[src/rtl/movem_pkg.sv]
// Shared types and constants for the MOVEM register-transfer sequencer.
package movem_pkg;

    typedef enum logic [2:0] {
        IDLE,
        SCAN,
        XFER,
        WB,
        DONE
    } state_t;

    localparam logic DIR_TO_MEM = 1'b0;
    localparam logic DIR_TO_REG = 1'b1;
    localparam int   NUM_DREGS  = 8;

    // Predecrement order walks D7..D0, so the mask is mirrored once at start.
    function automatic logic [NUM_DREGS-1:0] bit_reverse8(input logic [NUM_DREGS-1:0] v);
        logic [NUM_DREGS-1:0] r;
        for (int i = 0; i < NUM_DREGS; i++) begin
            r[i] = v[NUM_DREGS-1-i];
        end
        return r;
    endfunction

endpackage

[src/rtl/movem_sequencer_if.sv]
// Memory-side req/ack bus between the MOVEM sequencer and the bus interface.
interface movem_sequencer_if #(
    parameter int DATA_WIDTH = 32
);
    logic                  mem_req;
    logic                  mem_we;
    logic [DATA_WIDTH-1:0] mem_wdata;
    logic [DATA_WIDTH-1:0] mem_rdata;
    logic                  mem_ack;

    modport master (
        output mem_req,
        output mem_we,
        output mem_wdata,
        input  mem_rdata,
        input  mem_ack
    );

    modport slave (
        input  mem_req,
        input  mem_we,
        input  mem_wdata,
        output mem_rdata,
        output mem_ack
    );
endinterface

[src/rtl/lowest_set_bit8.sv]
// Combinational priority encoder: index of the lowest set bit of an 8-bit vector.
module lowest_set_bit8
    import movem_pkg::*;
(
    input  logic [NUM_DREGS-1:0] bits,
    output logic [2:0]           index,
    output logic                 any
);
    always_comb begin
        index = '0;
        any   = |bits;
        for (int i = NUM_DREGS - 1; i >= 0; i--) begin
            if (bits[i]) index = 3'(i);
        end
    end
endmodule

[src/rtl/movem_sequencer.sv]
// Walks a register mask, moving one data register per req/ack memory handshake.
module movem_sequencer
    import movem_pkg::*;
#(
    parameter int DATA_WIDTH = 32,
    parameter int SEL_WIDTH  = 3
) (
    input  logic                  clk,
    input  logic                  rst,
    input  logic                  start,
    input  logic [7:0]            mask,
    input  logic                  dir,
    input  logic                  predec,
    output logic [SEL_WIDTH-1:0]  reg_sel_b,
    output logic                  s,
    output logic [DATA_WIDTH-1:0] d,
    input  logic [DATA_WIDTH-1:0] reg_q,
    movem_sequencer_if.master     bus,
    output logic                  busy,
    output logic                  done,
    output logic [3:0]            xfer_count
);
    state_t     state;
    logic [7:0] pend;
    logic [7:0] pend_next;
    logic       dir_r;
    logic       predec_r;
    logic [2:0] lsb_idx;
    logic       lsb_any;
    logic [2:0] sel_next;

    lowest_set_bit8 u_lsb (
        .bits  (pend),
        .index (lsb_idx),
        .any   (lsb_any)
    );

    // Dropping the lowest set bit is the same as clearing bit p picked in SCAN.
    assign pend_next = pend & (pend - 8'd1);
    assign sel_next  = predec_r ? (3'd7 - lsb_idx) : lsb_idx;

    assign s             = (state == WB) & ~rst;
    assign bus.mem_wdata = bus.mem_req ? reg_q : '0;

    always_ff @(posedge clk) begin
        if (rst) begin
            state       <= IDLE;
            pend        <= '0;
            dir_r       <= DIR_TO_MEM;
            predec_r    <= 1'b0;
            reg_sel_b   <= '0;
            d           <= '0;
            bus.mem_req <= 1'b0;
            bus.mem_we  <= 1'b0;
            busy        <= 1'b0;
            done        <= 1'b0;
            xfer_count  <= '0;
        end else begin
            case (state)
                IDLE: begin
                    done <= 1'b0;
                    if (start) begin
                        xfer_count <= '0;
                        if (mask != 8'd0) begin
                            pend     <= predec ? bit_reverse8(mask) : mask;
                            dir_r    <= dir;
                            predec_r <= predec;
                            busy     <= 1'b1;
                            state    <= SCAN;
                        end else begin
                            done  <= 1'b1;
                            state <= DONE;
                        end
                    end
                end
                SCAN: begin
                    if (lsb_any) begin
                        reg_sel_b   <= SEL_WIDTH'(sel_next);
                        bus.mem_req <= 1'b1;
                        bus.mem_we  <= (dir_r == DIR_TO_MEM);
                        state       <= XFER;
                    end else begin
                        busy  <= 1'b0;
                        done  <= 1'b1;
                        state <= DONE;
                    end
                end
                XFER: begin
                    if (bus.mem_ack) begin
                        bus.mem_req <= 1'b0;
                        bus.mem_we  <= 1'b0;
                        if (dir_r == DIR_TO_REG) begin
                            d     <= bus.mem_rdata;
                            state <= WB;
                        end else begin
                            pend       <= pend_next;
                            xfer_count <= xfer_count + 4'd1;
                            if (pend_next != 8'd0) begin
                                state <= SCAN;
                            end else begin
                                busy  <= 1'b0;
                                done  <= 1'b1;
                                state <= DONE;
                            end
                        end
                    end
                end
                WB: begin
                    pend       <= pend_next;
                    xfer_count <= xfer_count + 4'd1;
                    if (pend_next != 8'd0) begin
                        state <= SCAN;
                    end else begin
                        busy  <= 1'b0;
                        done  <= 1'b1;
                        state <= DONE;
                    end
                end
                DONE: begin
                    done  <= 1'b0;
                    state <= IDLE;
                end
                default: state <= IDLE;
            endcase
        end
    end
endmodule

[src/flat_wrapper.sv]
// flat-port wrapper written by rule: the top's interface ports become plain ports
module movem_sequencer_flat import movem_pkg::*;
#(
    parameter int DATA_WIDTH = 32,
    parameter int SEL_WIDTH  = 3
)
  (clk, rst, start, mask, dir, predec, reg_sel_b, s, d, reg_q, busy, done, xfer_count, bus_mem_req, bus_mem_we, bus_mem_wdata, bus_mem_rdata, bus_mem_ack);
  movem_sequencer_if #(.DATA_WIDTH(DATA_WIDTH)) bus_i ();
  input  logic clk;
  input  logic rst;
  input  logic start;
  input  logic [7:0] mask;
  input  logic dir;
  input  logic predec;
  output logic [SEL_WIDTH-1:0] reg_sel_b;
  output logic s;
  output logic [DATA_WIDTH-1:0] d;
  input  logic [DATA_WIDTH-1:0] reg_q;
  output logic busy;
  output logic done;
  output logic [3:0] xfer_count;
  output wire logic [$bits(bus_i.mem_req)-1:0] bus_mem_req;
  output wire logic [$bits(bus_i.mem_we)-1:0] bus_mem_we;
  output wire logic [$bits(bus_i.mem_wdata)-1:0] bus_mem_wdata;
  input wire logic [$bits(bus_i.mem_rdata)-1:0] bus_mem_rdata;
  input wire logic [$bits(bus_i.mem_ack)-1:0] bus_mem_ack;
  assign bus_mem_req = bus_i.mem_req;
  assign bus_mem_we = bus_i.mem_we;
  assign bus_mem_wdata = bus_i.mem_wdata;
  assign bus_i.mem_rdata = bus_mem_rdata;
  assign bus_i.mem_ack = bus_mem_ack;
  movem_sequencer #(.DATA_WIDTH(DATA_WIDTH), .SEL_WIDTH(SEL_WIDTH)) u_core (.clk(clk), .rst(rst), .start(start), .mask(mask), .dir(dir), .predec(predec), .reg_sel_b(reg_sel_b), .s(s), .d(d), .reg_q(reg_q), .bus(bus_i), .busy(busy), .done(done), .xfer_count(xfer_count));
endmodule
[config.mk]
export PLATFORM = sky130hd
export DESIGN_NAME = movem_sequencer_flat
export DESIGN_NICKNAME = d
export VERILOG_FILES = /design/src/rtl/movem_pkg.sv /design/src/rtl/movem_sequencer_if.sv /design/src/rtl/lowest_set_bit8.sv /design/src/rtl/movem_sequencer.sv /design/src/flat_wrapper.sv
export SDC_FILE = /design/constraint.sdc
export NUM_CORES = 1
export LEC_CHECK = 0
export ABC_AREA = 0
export BUFFER_PORTS_ARGS = -buffer_cell sky130_fd_sc_hd__clkbuf_2
export CAP_MARGIN = 20
export CORE_UTILIZATION = 48
export CTS_CLUSTER_DIAMETER = 150
export DETAILED_ROUTE_END_ITERATION = 6
export GPL_TIMING_DRIVEN = 0
export PLACE_DENSITY = 0.86
export RECOVER_POWER = 100
export SYNTH_ARGS = -nofsm -noshare
export SYNTH_HDL_FRONTEND = slang
export SYNTH_SLANG_ARGS = --single-unit
[constraint.sdc]
create_clock -name clk -period 4.5 [get_ports clk]
set_clock_uncertainty 0.2 [all_clocks]
set_input_delay 1.35 -clock clk [delete_from_list [all_inputs] [get_ports clk]]
set_output_delay 1.35 -clock clk [all_outputs]
set_load 0.05 [all_outputs]
# Yosys cells after proc, flatten, opt, wreduce, memory -nomap -nowiden
# Cells that the tools add are included.
# totals
input_bits	78
out_inout_bits	76
reg_bits	56
wordCells	91
# classes
eq_ne	10
muxes	46
n_bitwise	4
n_addsub	3
n_reduce_logical	17
# op_table
op	count
3-bit two-way mux	15
8-bit two-way mux	5
32-bit two-way mux	1
8-bit one-hot mux with 3 select lines	1
8-bit nonzero test	2
1-bit two-way mux	15
4-bit two-way mux	3
3-bit one-hot mux with 4 select lines	1
4-bit one-hot mux with 3 select lines	1
3-bit AND reduction	3
8-bit bitwise AND	1
2-bit != test, second input constant	4
4-bit AND reduction	2
8-bit OR reduction	1
8-bit by 1-bit subtractor with 8-bit output, second input constant	1
3-bit by 2-bit == test with 1-bit output, second input constant	2
6-bit AND reduction	1
1-bit one-hot mux with 5 select lines	1
5-bit AND reduction	1
5-bit nonzero test	1
4-bit by 1-bit adder with 4-bit output, second input constant	1
2-bit by 1-bit != test with 1-bit output, second input constant	2
1-bit one-hot mux with 2 select lines	2
1-bit one-hot mux with 4 select lines	1
other kinds (10)	12

# Logic depth before layout (Yosys ltp)
# Gate-level depths: netlist (run 1).
# logic_depth
ltp_word	10
ltp_mapped	7
mapped_depth_nobuf	5

# Modules after synthesis
# A second synthesis (run 1) with hierarchy kept.
# hier_totals
hier_cells	353
area_unflattened_um2	2727.6
# by_module_without_submodules
mod	area_each_um2	n_inst	seq_area_each_um2	cells_each
movem_sequencer	2646.3	1	1121.1	340
lowest_set_bit8	81.3	1	0.0	13

# Least setup slack after synthesis (run 1)
# OpenSTA, ideal clock, no wires.
# synth_timing
path_kind	input -> output
from	in rst
to	out s
required_time_ns	2.950
n_path_buf	1
path_stages	3
path_slack_ns	0.931
t_arrival_ns	2.019
path_cell_list	clkbuf_8 inv_1 and3_1
# synth_between
elab_chain_len	2
# synth_rtl
item	line_no	rtl
from (decl)	flat_wrapper.sv:10	input logic rst;
1-bit inverter	movem_sequencer.sv:42	assign s = (state == WB) & ~rst;
1-bit bitwise AND	movem_sequencer.sv:42	
to (decl)	flat_wrapper.sv:16	output logic s;
# No other way between the ends.

# Worst setup path in the final report (run 1)
# Same ends and word-level chain as after synthesis.

==> results of run 1 <==
-- per-stage QoR --
step / cell area, µm² / power (mW) / hold WS (ps) / instances / utilization (%)
finish: 3550 / 2.01 / 260 / 578 / 64.6
global route: 3550 / 2.14 / 275 / 578 / 64.6
CTS: 3670 / 2.05 / 262 / 578 / 66.6
detailed placement: 3570 / 1.76 / 246 / 570 / 64.9
global placement: 3570 / 1.73 / 241 / 570 / 64.9
floorplan: 2730 / 1.51 / 273 / 347 / -
-- worst max-delay path, cell delays in order --
cell	delay, ps
clkbuf_1	190
inv_1	150
and3_1	170
clkbuf_1	470
-- logic make-up (layout without fill, tap and decap cells) --
group,Yosys count,in the layout,synth area share (%)
AND/OR/NAND/NOR,156,156,27.5
AO/OA/AOI/OAI,84,84,18.5
flip-flops,56,56,41.1
buffers and inverters,31,190,5.55
multiplexers,12,12,4.59
XOR/XNOR,6,6,1.93
adder cells (fa/ha/maj),2,2,0.871
-- sequential cells by signal, summed over array words and instances, names as in the netlist --
name                flops
u_core.d               32
u_core.pend             8
u_core.xfer_count       4
u_core.reg_sel_b        3
u_core.state            3
u_core.bus.mem_req      1
u_core.bus.mem_we       1
u_core.busy             1
u_core.dir_r            1
u_core.done             1
u_core.predec_r         1
-- per-layer routing --
| layer | part of all wire [%] | global-route usage, % | routed length [µm] | up-vias |
|---|---|---|---|---|
| met3 | 6.0 | 4.35 | 458 | 16 |
| li1 | - | - | - | 1497 |
| met2 | 50 | 44.5 | 3770 | 114 |
| met4 | 2.6 | 9.06 | 201 | 0 |
| met1 | 42 | 30.5 | 3170 | 1366 |
| met5 | 0 | 0 | 0 | - |
-- cell usage after synthesis (4+ instances only) --
library cell | number | area [µm²]
or4_1 | 4 | 30.0
a21oi_1 | 48 | 240
clkbuf_1 | 18 | 67.6
and2_1 | 32 | 200
a211oi_1 | 5 | 37.5
inv_1 | 9 | 33.8
nor2_1 | 24 | 90.1
o21ai_0 | 7 | 35.0
dfxtp_1 | 56 | 1120
mux2i_1 | 8 | 80.1
nand2_1 | 77 | 289
o21ai_1 | 4 | 20.0
-- where the power goes --
group / leakage [nW] / internal (mW) / switching (mW)
Clock: 0.0463 / 0.115 / 0.174
Sequential: 0.454 / 0.571 / 0.0743
Combinational: 0.907 / 0.319 / 0.760
Total: 1.41 / 1.00 / 1.01
-- how the worst min path moves through the flow --
stage                 start            to  slack [ps]  cells past startpoint
6_report       u_core.d[29]  u_core.d[29]         260                      2
3_3_place_gp   u_core.d[14]  u_core.d[14]         240                      2
5_1_grt        u_core.d[21]  u_core.d[21]         280                      2
4_1_cts        u_core.d[15]  u_core.d[15]         260                      2
3_5_place_dp   u_core.d[15]  u_core.d[15]         250                      2
2_1_floorplan  u_core.dir_r  u_core.dir_r         270                      2
-- area by class of cell --
class	count	area [µm²]	area share, %
multi-input combinational	260	1450	40.7
sequential	56	1120	31.5
timing repair buffer	151	658	18.5
buffer	22	108	3.03
tap	72	90.1	2.53
clock buffer	5	68.8	1.94
inverter	9	33.8	0.950
clock inverter	3	27.5	0.774
==> metrics.log, run 1 <==
[metrics] outcome: complete, no violations
[metrics] YS warnings: 0
[metrics] antenna violations before repair: 0
[metrics] insertion delay to the later sink of the worst-skew pair: 310 ps
[metrics] via count normalized by instance count: 5.18
[metrics] die outline area: 5990 µm²
[metrics] starting density of the core: 49.5%
[metrics] TritonCTS clock tree: built
[metrics] CTS HTree Levels: 2
[metrics] Worst Setup Start Kind: input port
[metrics] Post-CTS Setup Inserts: 0
[metrics] number of cells produced by synthesis: 347
[metrics] setup repair after global routing missed its margin: false
[metrics] endpoint type of the worst setup path: output port
[metrics] master cell of the clock root buffer: clkbuf_8
[metrics] global-route wire length before repair: 12.1 mm
[metrics] Sinks on Clock Net: 56
[metrics] weighted congestion at the end of routability-driven global placement: 0.910
[metrics] remaining max-slew budget at the tightest pin: 56.3%
[metrics] via count of the first global-routing pass: 2,637
[metrics] post-synth cell types: 47
[metrics] maximum count of clock buffers along a single path: 2
[metrics] Tightest Pin Transition: 658 ps
[metrics] Syn-to-layout area delta: 30.3%
[metrics] CTS Hold Bufs: 0
[metrics] WL/cell: 13.1 µm
[metrics] Hold Path Class: reg2reg
[metrics] clock-pin slew reported for the worst setup and hold paths after clock tree synthesis: 110 ps
[metrics] sum of routed wire length over all layers: 7.60 mm
[metrics] detailed-route DRC error count: 0
[metrics] final antenna diode count: 0
[metrics] number of buffers added by the clock tree synthesis step: 5
[metrics] post-place setup slack: 935 ps
[metrics] capture point of the critical path: s
[metrics] Setup WS post-layout: 618 ps
[metrics] die outline width: 77.4 µm
[metrics] Worst Path Max Fanout: 9
[metrics] launching element of the worst setup path: rst
[metrics] RR Startpoint: u_core.state[2]
[metrics] Max Clk Rate: 0.258 GHz
[metrics] final setup violating endpoints: 0
[metrics] proportion of synthesized flip-flops having asynchronous set or reset: 0%
[metrics] final hold violation count: 0
[metrics] initial DRC count: 128
[metrics] sequential-to-total area share from yosys stat: 41.1%
[metrics] synthesized net count: 426
[metrics] leading cell types in the layout, fill and taps excluded: 97 x clkbuf_1, 77 x nand2_1, 73 x clkbuf_2, 56 x dfxtp_1, 48 x a21oi_1
[metrics] number of enable flip-flop cells after synthesis: 0
[metrics] Max Transition Viols Final: 0
[metrics] residual antenna-violating net count after detailed routing: 0
[metrics] Avg Cell Area, Syn: 7.86 µm²
[metrics] # IOs: 154
[metrics] number of synthesized register bits: 56
[metrics] placeable core area: 5510 µm²
[metrics] overflow left after global routing: 0
[metrics] Power Dens Cells: 566 nW/µm²
[metrics] static power due to leakage: 1.41 nW
[metrics] final net count: 584
[metrics] critical register-to-register path endpoint: u_core.pend[7]
[metrics] count of input and output buffers: 151
[metrics] commonest non-fill, non-tap cell in the layout: clkbuf_1
[metrics] Setup Crit Path Kind: in2out
[metrics] Primary FF master, synth: dfxtp_1
[metrics] IR drop worst, VDD: 0.421 mV
[metrics] number of max-capacitance violations reported: 0
[metrics] final worst path period need: 3880 ps
[metrics] pin count of the biggest net entering global routing: 20
[metrics] summed instance area of the synthesized netlist: 2730 µm²
[metrics] Site Rows: 27
[metrics] total negative setup slack: 0 ps
[metrics] Register-to-Register Setup Slack: 2300 ps
[metrics] GRT Overall Usage: 25.2%
[metrics] critical path data arrival time: 2330 ps
[metrics] Req. time, crit path: 2950 ps
[metrics] number of cells upsized or downsized after cts: 0
[metrics] Detail Placement HPWL: 5.87 mm
[metrics] share of the clock period used by the worst path after layout: 86.3%
[metrics] routed vias: 2,993
[metrics] depth of the worst register-to-register path: 6
[metrics] Detailed Routing Iterations Pass 1: 5
[metrics] layout cell share with drive strength beyond 1: 18.2%
[metrics] Fill cells: 541
[metrics] height of the die: 77.4 µm
No activity file was read; power rests on OpenSTA's default activity.
==> run 2: changes to the inputs <==
==> constraint.sdc (replaced) <==
create_clock -name clk -period 4.5 [get_ports clk]
set_clock_uncertainty 0.2 [all_clocks]
set_input_delay 0.45 -clock clk [delete_from_list [all_inputs] [get_ports clk]]
set_output_delay 0.45 -clock clk [all_outputs]
set_load 0.05 [all_outputs]
==> run 2 against run 1 <==
Maximum frequency grew 30%. Combinational power is essentially flat. Sequential power is essentially flat. Design area shrank 0.32%. Hold slack lost 120 ps. Critical endpoint unchanged. Largest power group unchanged. Highest routed layer unchanged.
==> metrics.log, run 2 (same netlist as run 1, synthesis figures left out) <==
[metrics] outcome: complete, no violations
[metrics] routed vias: 2,988 (-0.17%)
[metrics] CTS Hold Bufs: 0 (unchanged)
[metrics] critical register-to-register path endpoint: u_core.bus.mem_we
[metrics] remaining max-slew budget at the tightest pin: 29.3% (-27 points)
[metrics] setup repair after global routing missed its margin: false
[metrics] final worst path period need: 2980 ps (-899 ps)
[metrics] WL/cell: 13.2 µm (+0.13%)
[metrics] Worst Setup Start Kind: register
[metrics] total power consumption of the routed design: 1.98 mW (-1.7%)
[metrics] master cell of the clock root buffer: clkbuf_8
[metrics] die outline area: 5990 µm² (unchanged)
[metrics] Power Dens Cells: 559 nW/µm² (-1.4%)
[metrics] placeable core area: 5510 µm² (unchanged)
[metrics] # IOs: 154 (unchanged)
[metrics] Post-CTS Setup Inserts: 0 (unchanged)
[metrics] Syn-to-layout area delta: 29.9%
[metrics] final antenna diode count: 0 (unchanged)
[metrics] Sinks on Clock Net: 56 (unchanged)
[metrics] static power due to leakage: 1.40 nW (-0.29%)
[metrics] RR Startpoint: u_core.pend[0]
[metrics] number of cells upsized or downsized after cts: 0 (unchanged)
[metrics] via count normalized by instance count: 5.17 (-0.17%)
[metrics] Worst Path Max Fanout: 10 (+1)
[metrics] number of buffers added by the clock tree synthesis step: 5 (unchanged)
[metrics] Register-to-Register Setup Slack: 1850 ps (-450 ps)
[metrics] height of the die: 77.4 µm (unchanged)
[metrics] antenna violations before repair: 0 (unchanged)
[metrics] Max Transition Viols Final: 0 (unchanged)
[metrics] Tightest Pin Transition: 1060 ps (+401 ps)
[metrics] global-route wire length before repair: 12.1 mm (unchanged)
[metrics] critical path data arrival time: 2330 ps (about the same)
[metrics] top flop regs: u_core.d x32, u_core.pend x8, u_core.xfer_count x4
[metrics] Detailed Routing Iterations Pass 1: 4 (-1)
[metrics] residual antenna-violating net count after detailed routing: 0 (unchanged)
[metrics] commonest non-fill, non-tap cell in the layout: clkbuf_1
[metrics] insertion delay to the later sink of the worst-skew pair: 320 ps (about the same)
[metrics] clock-pin slew reported for the worst setup and hold paths after clock tree synthesis: 110 ps (about the same)
[metrics] endpoint type of the worst setup path: output port
[metrics] pin count of the biggest net entering global routing: 20 (unchanged)
[metrics] sum of routed wire length over all layers: 7.61 mm (+0.13%)
[metrics] total negative setup slack: 0 ps (unchanged)
[metrics] detailed-route DRC error count: 0 (unchanged)
[metrics] die outline width: 77.4 µm (unchanged)
[metrics] number of max-capacitance violations reported: 0 (unchanged)
[metrics] starting density of the core: 49.5% (unchanged)
[metrics] min-delay src: bus_mem_rdata[20]
[metrics] Max Clk Rate: 0.335 GHz (+30%)
[metrics] Detail Placement HPWL: 5.87 mm (unchanged)
[metrics] final setup violating endpoints: 0 (unchanged)
[metrics] layout cell share with drive strength beyond 1: 18.0% (-0.20 points)
[metrics] flip-flop count of the largest register after layout: 32 (unchanged)
[metrics] IR drop worst, VDD: 0.416 mV (-1.3%)
[metrics] Site Rows: 27 (unchanged)
[metrics] CTS HTree Levels: 2 (unchanged)
[metrics] leading cell types in the layout, fill and taps excluded: 96 x clkbuf_1, 77 x nand2_1, 75 x clkbuf_2, 56 x dfxtp_1, 48 x a21oi_1
[metrics] initial DRC count: 133 (+3.9%)
[metrics] overflow left after global routing: 0 (unchanged)
[metrics] Hold Path Depth: 3 (+1)
[metrics] Setup Crit Path Kind: reg2out
[metrics] final hold violation count: 0 (unchanged)
[metrics] final net count: 584 (unchanged)
[metrics] depth of the worst register-to-register path: 6 (unchanged)
[metrics] weighted congestion at the end of routability-driven global placement: 0.910 (unchanged)
[metrics] GRT Overall Usage: 25.2% (unchanged)
[metrics] maximum count of clock buffers along a single path: 2 (unchanged)
[metrics] Reg with most FFs: u_core.d
[metrics] TritonCTS clock tree: built
[metrics] Hold Path Class: in2reg
[metrics] worst min-delay path endpoint: u_core.d[20]
[metrics] Req. time, crit path: 3850 ps (+900 ps)
[metrics] count of input and output buffers: 151 (unchanged)
[metrics] share of the clock period used by the worst path after layout: 66.3% (-20 points)
[metrics] via count of the first global-routing pass: 2,637 (unchanged)
-- run 2: per-layer routing --
metal	GRT usage (%)	wire, µm	up-vias	part of all wire [%]
met5	0	0	-	0
met4	9.06	190	0	2.5
met3	4.35	490	15	6.4
met2	44.5	3790	117	50
met1	30.5	3140	1357	41
li1	-	-	1499	-
-- run 2: power breakdown --
part,leakage (nW),switching [mW],total (mW),internal (mW)
Sequential,0.454,0.0728,0.644,0.571
Clock,0.0463,0.173,0.288,0.115
Combinational,0.903,0.751,1.05,0.296
Total,1.40,0.997,1.98,0.982
-- run 2: layout make-up --
| class | count | area (µm²) |
|---|---|---|
| Buffer | 22 | 100 |
| Multi-Input combinational cell | 260 | 1440 |
| Fill cell | 544 | 1960 |
| Timing Repair Buffer | 151 | 661 |
| Inverter | 9 | 33.8 |
| Clock buffer | 5 | 68.8 |
| Tap cell | 72 | 90.1 |
| Sequential cell | 56 | 1120 |
| Clock inverter | 3 | 27.5 |
-- run 2: how the worst max path moves through the flow --
stage | from | to | slack, ps | depth (start not counted)
finish | u_core.state[1] | s | 1520 | 5
global route | u_core.state[1] | s | 1380 | 5
CTS | u_core.state[1] | s | 1910 | 5
detailed placement | mask[5] | u_core.pend[2] | 2250 | 6
global placement | u_core.state[1] | s | 2280 | 5
floorplan | u_core.state[1] | s | 2450 | 4
-- run 2: through the flow --
step / util (%) / setup WS, ps / instance area, µm² / hold WS (ps) / instances
final: 64.3 / 1520 / 3540 / 138 / 578
after global placement: 64.9 / 2280 / 3570 / 241 / 570
after detailed placement: 64.9 / 2250 / 3570 / 246 / 570
after global routing: 64.3 / 1380 / 3540 / 124 / 578
after CTS: 66.6 / 1910 / 3670 / 134 / 578
after floorplan: - / 2450 / 2730 / 273 / 347
-- run 2: critical path: stages, from the launching register on --
cell	delay, ps
dfxtp_1	320
clkbuf_1	300
nor2b_1	300
clkbuf_1	410
and3_1	230
clkbuf_1	460
==> run 3: changes to the inputs <==
ABC_AREA = 1   (was 0)
CORE_UTILIZATION = 40   (was 48)
PLACE_DENSITY = 0.76   (was 0.86)
clock period = 2.51 ns   (was 4.5 ns; I/O delays follow)
==> run 3 against run 2 <==
Sequential power rose by 79%. Critical path depth is 7 higher. Combinational power rose by 100%. Flip-flop and latch count is the same. Critical endpoint is now u_core.pend[6]. Synthesized cell count increased by 28%. Setup slack got worse by 1200 ps. Utilization is 5.1 points lower. Hold slack got worse by 130 ps. Clock-buffer cell count unchanged.
==> metrics.log, run 3 <==
[metrics] CTS HTree Levels: 2 (unchanged)
[metrics] final net count: 713 (+22%)
[metrics] number of enable flip-flop cells after synthesis: 0 (unchanged)
[metrics] layout cell share with drive strength beyond 1: 19.5% (+1.5 points)
[metrics] final worst path period need: 2170 ps
[metrics] global-route wire length before repair: 14.2 mm (+17%)
[metrics] placed cells: 692 (+21%)
[metrics] antenna violations before repair: 0 (unchanged)
[metrics] critical path data arrival time: 2200 ps (-130 ps)
[metrics] total negative setup slack: 0 ps (unchanged)
[metrics] height of the die: 85.8 µm (+11%)
[metrics] residual antenna-violating net count after detailed routing: 0 (unchanged)
[metrics] starting density of the core: 41.4% (-8.2 points)
[metrics] endpoint type of the worst setup path: register
[metrics] weighted congestion at the end of routability-driven global placement: 0.899 (-1.2%)
[metrics] placeable core area: 6790 µm² (+23%)
[metrics] via count of the first global-routing pass: 3,282 (+24%)
[metrics] post-synth cell types: 24 (-49%)
[metrics] pin count of the biggest net entering global routing: 20 (unchanged)
[metrics] static power due to leakage: 2.05 nW (+46%)
[metrics] most heavily used metal layer in global routing: met2
[metrics] GRT Overall Usage: 23.9% (-1.3 points)
[metrics] Post-Layout Cell Count: 731 (+26%)
[metrics] Hold Path Class: in2reg
[metrics] Worst Setup Start Kind: register
[metrics] count of input and output buffers: 151 (unchanged)
[metrics] top flop regs: u_core.d x32, u_core.pend x8, u_core.xfer_count x4
[metrics] YS warnings: 0 (unchanged)
[metrics] clock-pin slew reported for the worst setup and hold paths after clock tree synthesis: 120 ps (about the same)
[metrics] Max Transition Viols Final: 0 (unchanged)
[metrics] Detailed Routing Iterations Pass 1: 5 (+1)
[metrics] remaining max-slew budget at the tightest pin: 56.1% (+27 points)
[metrics] Req. time, crit path: 2540 ps (-1310 ps)
[metrics] proportion of netlist area held by the largest area contributor: 39.9% (-1.2 points)
[metrics] commonest non-fill, non-tap cell in the layout: nand2_1
[metrics] insertion delay to the later sink of the worst-skew pair: 320 ps (about the same)
[metrics] number of synthesized register bits: 56 (unchanged)
[metrics] Reg with most FFs: u_core.d
[metrics] Primary FF master, synth: dfxtp_1
[metrics] routed vias: 3,522 (+18%)
[metrics] Max Clk Rate: 0.461 GHz
[metrics] Synth area leader: dfxtp_1
[metrics] sequential-to-total area share from yosys stat: 39.9% (-1.2 points)
[metrics] most instantiated cells after synthesis: 127 x nand2_1, 60 x inv_1, 56 x dfxtp_1
[metrics] leading cell types in the layout, fill and taps excluded: 127 x nand2_1, 105 x clkbuf_2, 63 x clkbuf_1, 60 x inv_1, 56 x dfxtp_1
[metrics] overflow left after global routing: 0 (unchanged)
[metrics] Hold WS: 11.2 ps (-127 ps)
[metrics] Tightest Pin Transition: 661 ps (-398 ps)
[metrics] depth of the worst register-to-register path: 12 (+6)
[metrics] summed instance area of the synthesized netlist: 2810 µm² (+3.1%)
[metrics] most frequently used cell type in the post-synthesis netlist: nand2_1
[metrics] number of max-capacitance violations reported: 0 (unchanged)
[metrics] number of cells produced by synthesis: 445 (+28%)
[metrics] detailed-route DRC error count: 0 (unchanged)
[metrics] met3 track demand over resource: 6.64% (+2.3 points)
[metrics] TritonCTS clock tree: built
[metrics] final setup violating endpoints: 0 (unchanged)
[metrics] number of buffers added by the clock tree synthesis step: 5 (unchanged)
[metrics] RR Startpoint: u_core.state[2]
[metrics] sum of routed wire length over all layers: 8.82 mm (+16%)
[metrics] IR drop worst, VDD: 0.353 mV (-15%)
[metrics] Fill cells: 658 (+21%)
[metrics] Power Dens Cells: 954 nW/µm² (+71%)
[metrics] Setup Crit Path Kind: reg2reg
[metrics] Detail Placement HPWL: 6.19 mm (+5.6%)
[metrics] initial DRC count: 135 (+1.5%)
[metrics] proportion of synthesized flip-flops having asynchronous set or reset: 0% (unchanged)
[metrics] GRT met2 Usage: 41.0% (-3.5 points)
[metrics] Syn-to-layout area delta: 43.3%
[metrics] flip-flop count of the largest register after layout: 32 (unchanged)
[metrics] synthesized net count: 524 (+23%)
[metrics] Hold Path Depth: 3 (unchanged)
[metrics] Avg Cell Area, Syn: 6.32 µm² (-20%)
[metrics] die outline width: 85.8 µm (+11%)
[metrics] final antenna diode count: 0 (unchanged)
[metrics] Sinks on Clock Net: 56 (unchanged)
[metrics] die outline area: 7370 µm² (+23%)
[metrics] routing usage on met1: 28.2% (-2.4 points)
[metrics] launching element of the worst setup path: u_core.state[2]
[metrics] master cell of the clock root buffer: clkbuf_8
[metrics] via count normalized by instance count: 4.82 (-6.8%)
[metrics] Site Rows: 30 (+11%)
[metrics] WL/cell: 12.1 µm (-8.3%)
[metrics] leading post-synthesis cells by cell area: dfxtp_1 40%, nand2_1 17%, a21oi_1 8.7%, inv_1 8.0%, nand3_1 7.7%
[metrics] maximum count of clock buffers along a single path: 2 (unchanged)
[metrics] # IOs: 154 (unchanged)
[metrics] share of the clock period used by the worst path after layout: 86.4%
[metrics] final hold violation count: 0 (unchanged)
[metrics] outcome: complete, no violations
[metrics] min-delay src: bus_mem_rdata[17]
[metrics] setup repair after global routing missed its margin: false
[metrics] Worst Path Max Fanout: 10 (unchanged)
==> run 3: cell type report <==
cell class	count	area, µm²	share of cell area [%]
multi-input combinational	306	1360	33.8
sequential	56	1120	27.8
timing repair buffer	182	1010	25.0
inverter	61	229	5.69
tap	96	120	2.98
buffer	22	93.8	2.33
clock buffer	5	68.8	1.71
clock inverter	3	26.3	0.652
==> run 3: per-layer routing <==
metal	wire (µm)	share of wire (%)
met1	3650	41
met2	4320	49
met3	656	7.4
met4	191	2.2
met5	0	0
==> run 3: power by group <==
group          total (mW)  internal, mW  switching [mW]
clock               0.536         0.207           0.330
combinational        2.15         0.561            1.59
sequential           1.15          1.04           0.112
total                3.84          1.81            2.04
==> run 3: critical path: stages (launching register included) <==
cell	delay, ps
dfxtp_1	500
inv_2	80
nand2_4	110
nor2_1	90
nand2_2	70
nand2_1	70
nor2_2	140
nand3_2	150
a21oi_2	310
buf_6	190
nand2_1	50
nand2_1	60
nor2_1	40
==> run 3: stage by stage <==
| step | total power, mW | worst slack (ps) | utilization, % | cell area, µm² |
|---|---|---|---|---|
| 5_1_grt | 4.14 | 136 | 59.3 | 4030 |
| 4_1_cts | 3.87 | 319 | 60.2 | 4090 |
| 3_3_place_gp | 3.27 | 418 | 54.3 | 3690 |
| 6_report | 3.84 | 340 | 59.3 | 4030 |
| 2_1_floorplan | 2.82 | 517 | - | 2810 |
| 3_5_place_dp | 3.30 | 417 | 54.3 | 3690 |
==> run 3: logic make-up after synthesis <==
family	count (synthesis)	share of synthesized area [%]
AND/OR/NAND/NOR	225	32.9
buffers and inverters	83	11.5
AO/OA/AOI/OAI	78	14.6
flip-flops	56	39.9
XOR/XNOR	2	0.623
adder cells (fa/ha/maj)	1	0.445
==> run 3: path summary, 6_finish.rpt <==
path                         end  slack (ps)
setup reg to reg  u_core.pend[6]         340
hold reg to reg      u_core.done         270
hold / removal      u_core.d[17]          10
setup / recovery  u_core.pend[6]         340
==> run 3: repair_timing <==
item / CTS / global route
setup buffers: 0 / 0
hold buffers: 31 / 0
gates resized for setup: 0 / 0
endpoints found under the hold margin: 31 / 0
